File: config.mk
export PLATFORM = sky130hd
export DESIGN_NAME = ps2_rx
export DESIGN_NICKNAME = d
export VERILOG_FILES = /design/src/rtl/ps2_rx.sv
export SDC_FILE = /design/constraint.sdc
export NUM_CORES = 1
export LEC_CHECK = 0
export ABC_CLOCK_PERIOD_IN_PS = 2700
export CORE_UTILIZATION = 46
export CTS_CLUSTER_DIAMETER = 100
export CTS_CLUSTER_SIZE = 16
export DETAILED_ROUTE_END_ITERATION = 10
export PLACE_DENSITY = 0.62
export SLEW_MARGIN = 20
export SYNTH_ARGS = -nofsm -noshare
export SYNTH_HDL_FRONTEND = slang
export SYNTH_SLANG_ARGS = --single-unit
File: constraint.sdc
create_clock -name clk -period 2.7 [get_ports clk]
set_clock_uncertainty 0.15 [all_clocks]
set_input_delay 0.405 -clock clk [delete_from_list [all_inputs] [get_ports clk]]
set_output_delay 0.405 -clock clk [all_outputs]
set_load 0.1 [all_outputs]
File: src/rtl/ps2_rx.sv
// PS/2 device-to-host receiver: sync + deglitch pins, frame 11-bit packets, check odd parity/stop, watchdog.
// Latency FILTER_LEN+3 clk from stop-bit clock fall to pulse; no back-pressure, pulses are single-cycle.
module ps2_rx #(
    parameter int FILTER_LEN = 8,
    parameter int TIMEOUT    = 50000
) (
    input  logic       clk,
    input  logic       rst_n,
    input  logic       ps2_clk,
    input  logic       ps2_data,
    output logic [7:0] code,
    output logic       new_code,
    output logic       parity_err,
    output logic       frame_err
);

    localparam int FW = $clog2(FILTER_LEN + 1);
    localparam int WW = $clog2(TIMEOUT + 1);

    typedef enum logic [1:0] {S_IDLE, S_DATA, S_PARITY, S_STOP} state_t;

    logic [1:0]    clk_sync, data_sync;
    logic          filt_clk, filt_prev;
    logic [FW-1:0] filt_cnt;
    logic [WW-1:0] wd_cnt;
    logic          fall, any_edge, timeout, data;

    state_t        state, state_nx;
    logic [7:0]    shreg, shreg_nx, code_nx;
    logic [2:0]    bit_cnt, bit_cnt_nx;
    logic          par_ok, par_ok_nx;
    logic          new_nx, perr_nx, ferr_nx;

    // Synchronisers idle high so reset looks like an idle bus
    always_ff @(posedge clk or negedge rst_n) begin
        if (!rst_n) begin
            clk_sync  <= 2'b11;
            data_sync <= 2'b11;
        end else begin
            clk_sync  <= {clk_sync[0], ps2_clk};
            data_sync <= {data_sync[0], ps2_data};
        end
    end

    // filt_clk flips on the FILTER_LEN-th consecutive differing sample
    always_ff @(posedge clk or negedge rst_n) begin
        if (!rst_n) begin
            filt_clk  <= 1'b1;
            filt_prev <= 1'b1;
            filt_cnt  <= '0;
        end else begin
            filt_prev <= filt_clk;
            if (clk_sync[1] == filt_clk) begin
                filt_cnt <= '0;
            end else if (filt_cnt == FW'(FILTER_LEN - 1)) begin
                filt_clk <= ~filt_clk;
                filt_cnt <= '0;
            end else begin
                filt_cnt <= filt_cnt + 1'b1;
            end
        end
    end

    assign fall     = filt_prev & ~filt_clk;
    assign any_edge = filt_prev ^ filt_clk;
    assign data     = data_sync[1];
    assign timeout  = (state != S_IDLE) && (wd_cnt == WW'(TIMEOUT));

    always_ff @(posedge clk or negedge rst_n) begin
        if (!rst_n)
            wd_cnt <= '0;
        else if (state == S_IDLE || any_edge)
            wd_cnt <= '0;
        else if (wd_cnt != WW'(TIMEOUT))
            wd_cnt <= wd_cnt + 1'b1;
    end

    always_ff @(posedge clk or negedge rst_n) begin
        if (!rst_n) begin
            state      <= S_IDLE;
            shreg      <= '0;
            bit_cnt    <= '0;
            par_ok     <= 1'b0;
            code       <= '0;
            new_code   <= 1'b0;
            parity_err <= 1'b0;
            frame_err  <= 1'b0;
        end else begin
            state      <= state_nx;
            shreg      <= shreg_nx;
            bit_cnt    <= bit_cnt_nx;
            par_ok     <= par_ok_nx;
            code       <= code_nx;
            new_code   <= new_nx;
            parity_err <= perr_nx;
            frame_err  <= ferr_nx;
        end
    end

    always_comb begin
        state_nx   = state;
        shreg_nx   = shreg;
        bit_cnt_nx = bit_cnt;
        par_ok_nx  = par_ok;
        code_nx    = code;
        new_nx     = 1'b0;
        perr_nx    = 1'b0;
        ferr_nx    = 1'b0;
        // A timeout wins over a coincident fall, which is dropped
        if (timeout) begin
            state_nx = S_IDLE;
            ferr_nx  = 1'b1;
        end else if (fall) begin
            case (state)
                S_IDLE: begin
                    if (!data) begin
                        state_nx   = S_DATA;
                        bit_cnt_nx = '0;
                    end
                end
                S_DATA: begin
                    shreg_nx   = {data, shreg[7:1]};
                    bit_cnt_nx = bit_cnt + 3'd1;
                    if (bit_cnt == 3'd7)
                        state_nx = S_PARITY;
                end
                S_PARITY: begin
                    par_ok_nx = ^{shreg, data};
                    state_nx  = S_STOP;
                end
                S_STOP: begin
                    state_nx = S_IDLE;
                    if (!data) begin
                        ferr_nx = 1'b1;
                    end else if (par_ok) begin
                        code_nx = shreg;
                        new_nx  = 1'b1;
                    end else begin
                        perr_nx = 1'b1;
                    end
                end
                default: state_nx = S_IDLE;
            endcase
        end
    end

endmodule

==> impl_summary.txt <==
----------------------------------------------------
[Worst setup path]
  Type of origin of the critical path ... flip-flop
  Data arrival, critical path ... 2.54 ns
  Path depth of the worst reg2reg path ... 6
  CP Capture Point ... code[1]$_DFFE_PN0P_
  Max Fanout on Critical Path ... 9
  Required time reported for the critical path endpoint ... 2.73 ns
  CP Capture Type ... flip-flop
  R2r endpoint ... code[1]$_DFFE_PN0P_
  FF-to-FF setup slack ... 0.18 ns
  Critical path launch point ... state[0]$_DFFE_PN0P_
  Kind of critical path ... reg -> reg
  FF-to-FF Start ... state[0]$_DFFE_PN0P_

[STA]
  Final setup violation count ... 0
  Fin crit period ... 2.52 ns
  Timing-limited maximum frequency ... 0.398 GHz
  Worst setup margin ... 0.185 ns
  Count of pins over their slew limit ... 0
  Total negative setup slack ... 0 ns
  Slew Limit Headroom ... 0.597
  Post-route clock period utilization ... 0.932
  Worst Max-Slew Pin Slew ... 0.605 ns
  Hold violation total from the final report ... 0
  Hold slack final ... 0.210 ns
  RSZ-0062 raised after global routing ... no

[Flow run]
  Count of maximum capacitance violations ... 0

[Detailed routing]
  Detailed-route via count ... 1,493
  Drc violations ... 0
  First-iteration detailed-routing DRC count ... 73
  Number of detailed-routing iterations run before antenna repair ... 4
  Detailed-route vias per instance ... 5.20
  Total detailed-routing wirelength ... 4170 microns
  Final routed wire length divided by cell count ... 14.5 microns
  Detail Route Antenna Nets ... 0

[Synth]
  Share of the yosys chip area belonging to registers ... 0.539
  Number of synthesized register bits ... 51
  Number of warnings issued by yosys ... 0
  Number of distinct library cell variants in the gate-level netlist after synthesis ... 37
  Top post-synthesis cells by area ... sky130_fd_sc_hd__dfrtp_1 47%, sky130_fd_sc_hd__mux2_2 8.5%, sky130_fd_sc_hd__dfstp_2 6.6%
  Number of enable flip-flop cells after synthesis ... 0
  Fraction of registers with async set or reset after synthesis ... 1.00
  Yosys top cell area share ... 0.473
  Post-synth top area cell ... sky130_fd_sc_hd__dfrtp_1
  Most instantiated library cell after synthesis ... sky130_fd_sc_hd__dfrtp_1
  Total nets after synthesis ... 214
  Leading cell types by count after synthesis ... 45 x sky130_fd_sc_hd__dfrtp_1, 19 x sky130_fd_sc_hd__nor2_1, 18 x sky130_fd_sc_hd__mux2_2
  Post-Syn Instances ... 199
  Post-synthesis cell area ... 2380 sq um
  Flip-flop cell with the highest count after synthesis ... sky130_fd_sc_hd__dfrtp_1
  Synthesized area per cell ... 12.0 sq um

[Floorplanning]
  Initial core utilization ... 0.491
  Placeable core region ... 4850 sq um
  Die Area ... 5460 sq um
  Die width ... 73.9 microns
  I/O pin count ... 15
  Site row count ... 25
  Die outline height ... 73.9 microns

[Placement]
  Port Buf Inserts ... 14
  Weighted congestion reported at the end of routability-driven placement ... 0.839
  Pre-CTS worst setup slack ... 0.233 ns
  Post-detail-place hpwl ... 2970 microns

[Global route]
  Number of global-route vias before repair ... 1,527
  First-pass GRT wire length ... 7250 microns
  Remaining global-route overflow ... 0
  All-layer global routing usage ... 0.179
  Pin count of the biggest net entering global routing ... 27
  Antenna violations before repair ... 0

[Cells and area]
  Final antenna diode count ... 0
  Post-layout nets ... 234
  Fraction of layout cells with a size suffix above 1 ... 0.223
  Area growth from synthesis to layout ... 13.2%
  Number of filler cells placed in the layout ... 419

[Pwr]
  Power density of the placed cells ... 735 nW/um^2
  Leak ... 0.00122 uW
  Maximum ir drop on the vdd rail ... 0.547 mV

[CTS]
  CTS Root Cell ... sky130_fd_sc_hd__clkbuf_8
  Post-CTS setup buffer count ... 0
  Clock-pin transition on the worst setup and hold timing paths ... 0.09 ns
  Post-cts resize count ... 0
  Worst-skew pair later-pin latency ... 0.30 ns
  Cts-stage hold buffer count ... 1
  Clock tree from TritonCTS ... yes
  Number of sinks on the clock net ... 51
  Number of clock buffers inserted by TritonCTS ... 5
  Longest Clk Path Bufs ... 2
  Level count of the clock H-tree ... 2

[Worst hold path]
  Type of the worst min-delay path ... reg -> reg

[Status]
  Run status ... finished, final reports clean

----------------------------------------------------
flip-flops by register name (all words and copies together), names as in the netlist:
signal      flops
wd_cnt         16
code            8
shreg           8
filt_cnt        4
bit_cnt         3
clk_sync        2
data_sync       2
state           2
filt_clk        1
filt_prev       1
frame_err       1
new_code        1
par_ok          1
parity_err      1
worst min path at each step:
| stage | start | end | slack [ns] | cells after the start |
|---|---|---|---|---|
| floorplan | rst_n | bit_cnt[0]$_DFFE_PN0P_ | -0.04 | 0 |
| global placement | data_sync[0]$_DFF_PN1_ | data_sync[1]$_DFF_PN1_ | 0.20 | 0 |
| detailed placement | clk_sync[0]$_DFF_PN1_ | clk_sync[1]$_DFF_PN1_ | 0.20 | 0 |
| CTS | data_sync[0]$_DFF_PN1_ | data_sync[1]$_DFF_PN1_ | 0.21 | 0 |
| global route | data_sync[0]$_DFF_PN1_ | data_sync[1]$_DFF_PN1_ | 0.22 | 0 |
| finish | data_sync[0]$_DFF_PN1_ | data_sync[1]$_DFF_PN1_ | 0.21 | 0 |
cell families after synthesis:
family,Yosys count,share of synthesized area
simple gates,68,0.162
flops,51,0.539
xor+xnor,20,0.0794
mux,20,0.0936
compound gates,16,0.0468
buf+inv,13,0.0210
fa+ha+maj,11,0.0578
metrics by stage:
step | instance area [sq um] | std cells | util | total power (uW)
after floorplan | 2380 | 199 | - | 1340
after global placement | 2570 | 278 | 0.529 | 1430
after detailed placement | 2570 | 278 | 0.529 | 1460
after CTS | 2690 | 287 | 0.556 | 2010
after global routing | 2690 | 287 | 0.556 | 2120
final | 2690 | 287 | 0.556 | 1980
where the power goes:
| group | switching, uW | internal [uW] | leakage, uW |
|---|---|---|---|
| logic | 277 | 200 | 0.000480 |
| clock network | 243 | 300 | 0.0000612 |
| registers | 92.3 | 869 | 0.000682 |
placed cells by master, fill, tap and decap left out, types with 2 or more instances in the layout:
cell type and n:
sky130_fd_sc_hd__clkdlybuf4s50_1 2, sky130_fd_sc_hd__mux2i_1 2, sky130_fd_sc_hd__o21ai_0 3, sky130_fd_sc_hd__mux2_2 18
sky130_fd_sc_hd__buf_4 12, sky130_fd_sc_hd__and4b_1 3, sky130_fd_sc_hd__xnor2_1 17, sky130_fd_sc_hd__ha_1 11
sky130_fd_sc_hd__or3_1 3, sky130_fd_sc_hd__and4_1 2, sky130_fd_sc_hd__clkbuf_8 6, sky130_fd_sc_hd__nand3_1 8
sky130_fd_sc_hd__nand2_1 9, sky130_fd_sc_hd__nor2_1 19, sky130_fd_sc_hd__nand2b_1 3, sky130_fd_sc_hd__nand4_1 3
sky130_fd_sc_hd__nand3b_1 2, sky130_fd_sc_hd__nor4_1 4, sky130_fd_sc_hd__o2bb2ai_1 2, sky130_fd_sc_hd__inv_1 10
sky130_fd_sc_hd__a21oi_1 6, sky130_fd_sc_hd__nor3_1 4, sky130_fd_sc_hd__nor3b_1 2, sky130_fd_sc_hd__dfstp_2 6
sky130_fd_sc_hd__dfrtp_1 45, sky130_fd_sc_hd__xor2_1 2
critical path, stage by stage, from the launching register on:
cell	delay, ns
sky130_fd_sc_hd__dfrtp_1	0.41
sky130_fd_sc_hd__inv_1	0.13
sky130_fd_sc_hd__ha_1	0.26
sky130_fd_sc_hd__and4b_1	0.24
sky130_fd_sc_hd__a41oi_2	0.32
sky130_fd_sc_hd__and4_1	0.50
sky130_fd_sc_hd__mux2_2	0.39
final cells by class:
class                   count  area (sq um)  share of cell area
repair buffers             16           125              0.0464
inverters                  10          37.5              0.0139
well taps                  67          83.8              0.0311
clock buffers               6          82.6              0.0307
multi-input cells         135          1050               0.388
clock inverters             2          35.0              0.0130
flip-flops and latches     51          1280               0.477
layer usage:
layer,part of all wire,track usage,wire length [microns]
met5,0,0,0
met4,0.014,0.0641,58
met3,0.025,0.0439,106
met2,0.49,0.283,2030
met1,0.47,0.240,1980
(Power assumes the default switching activity.)
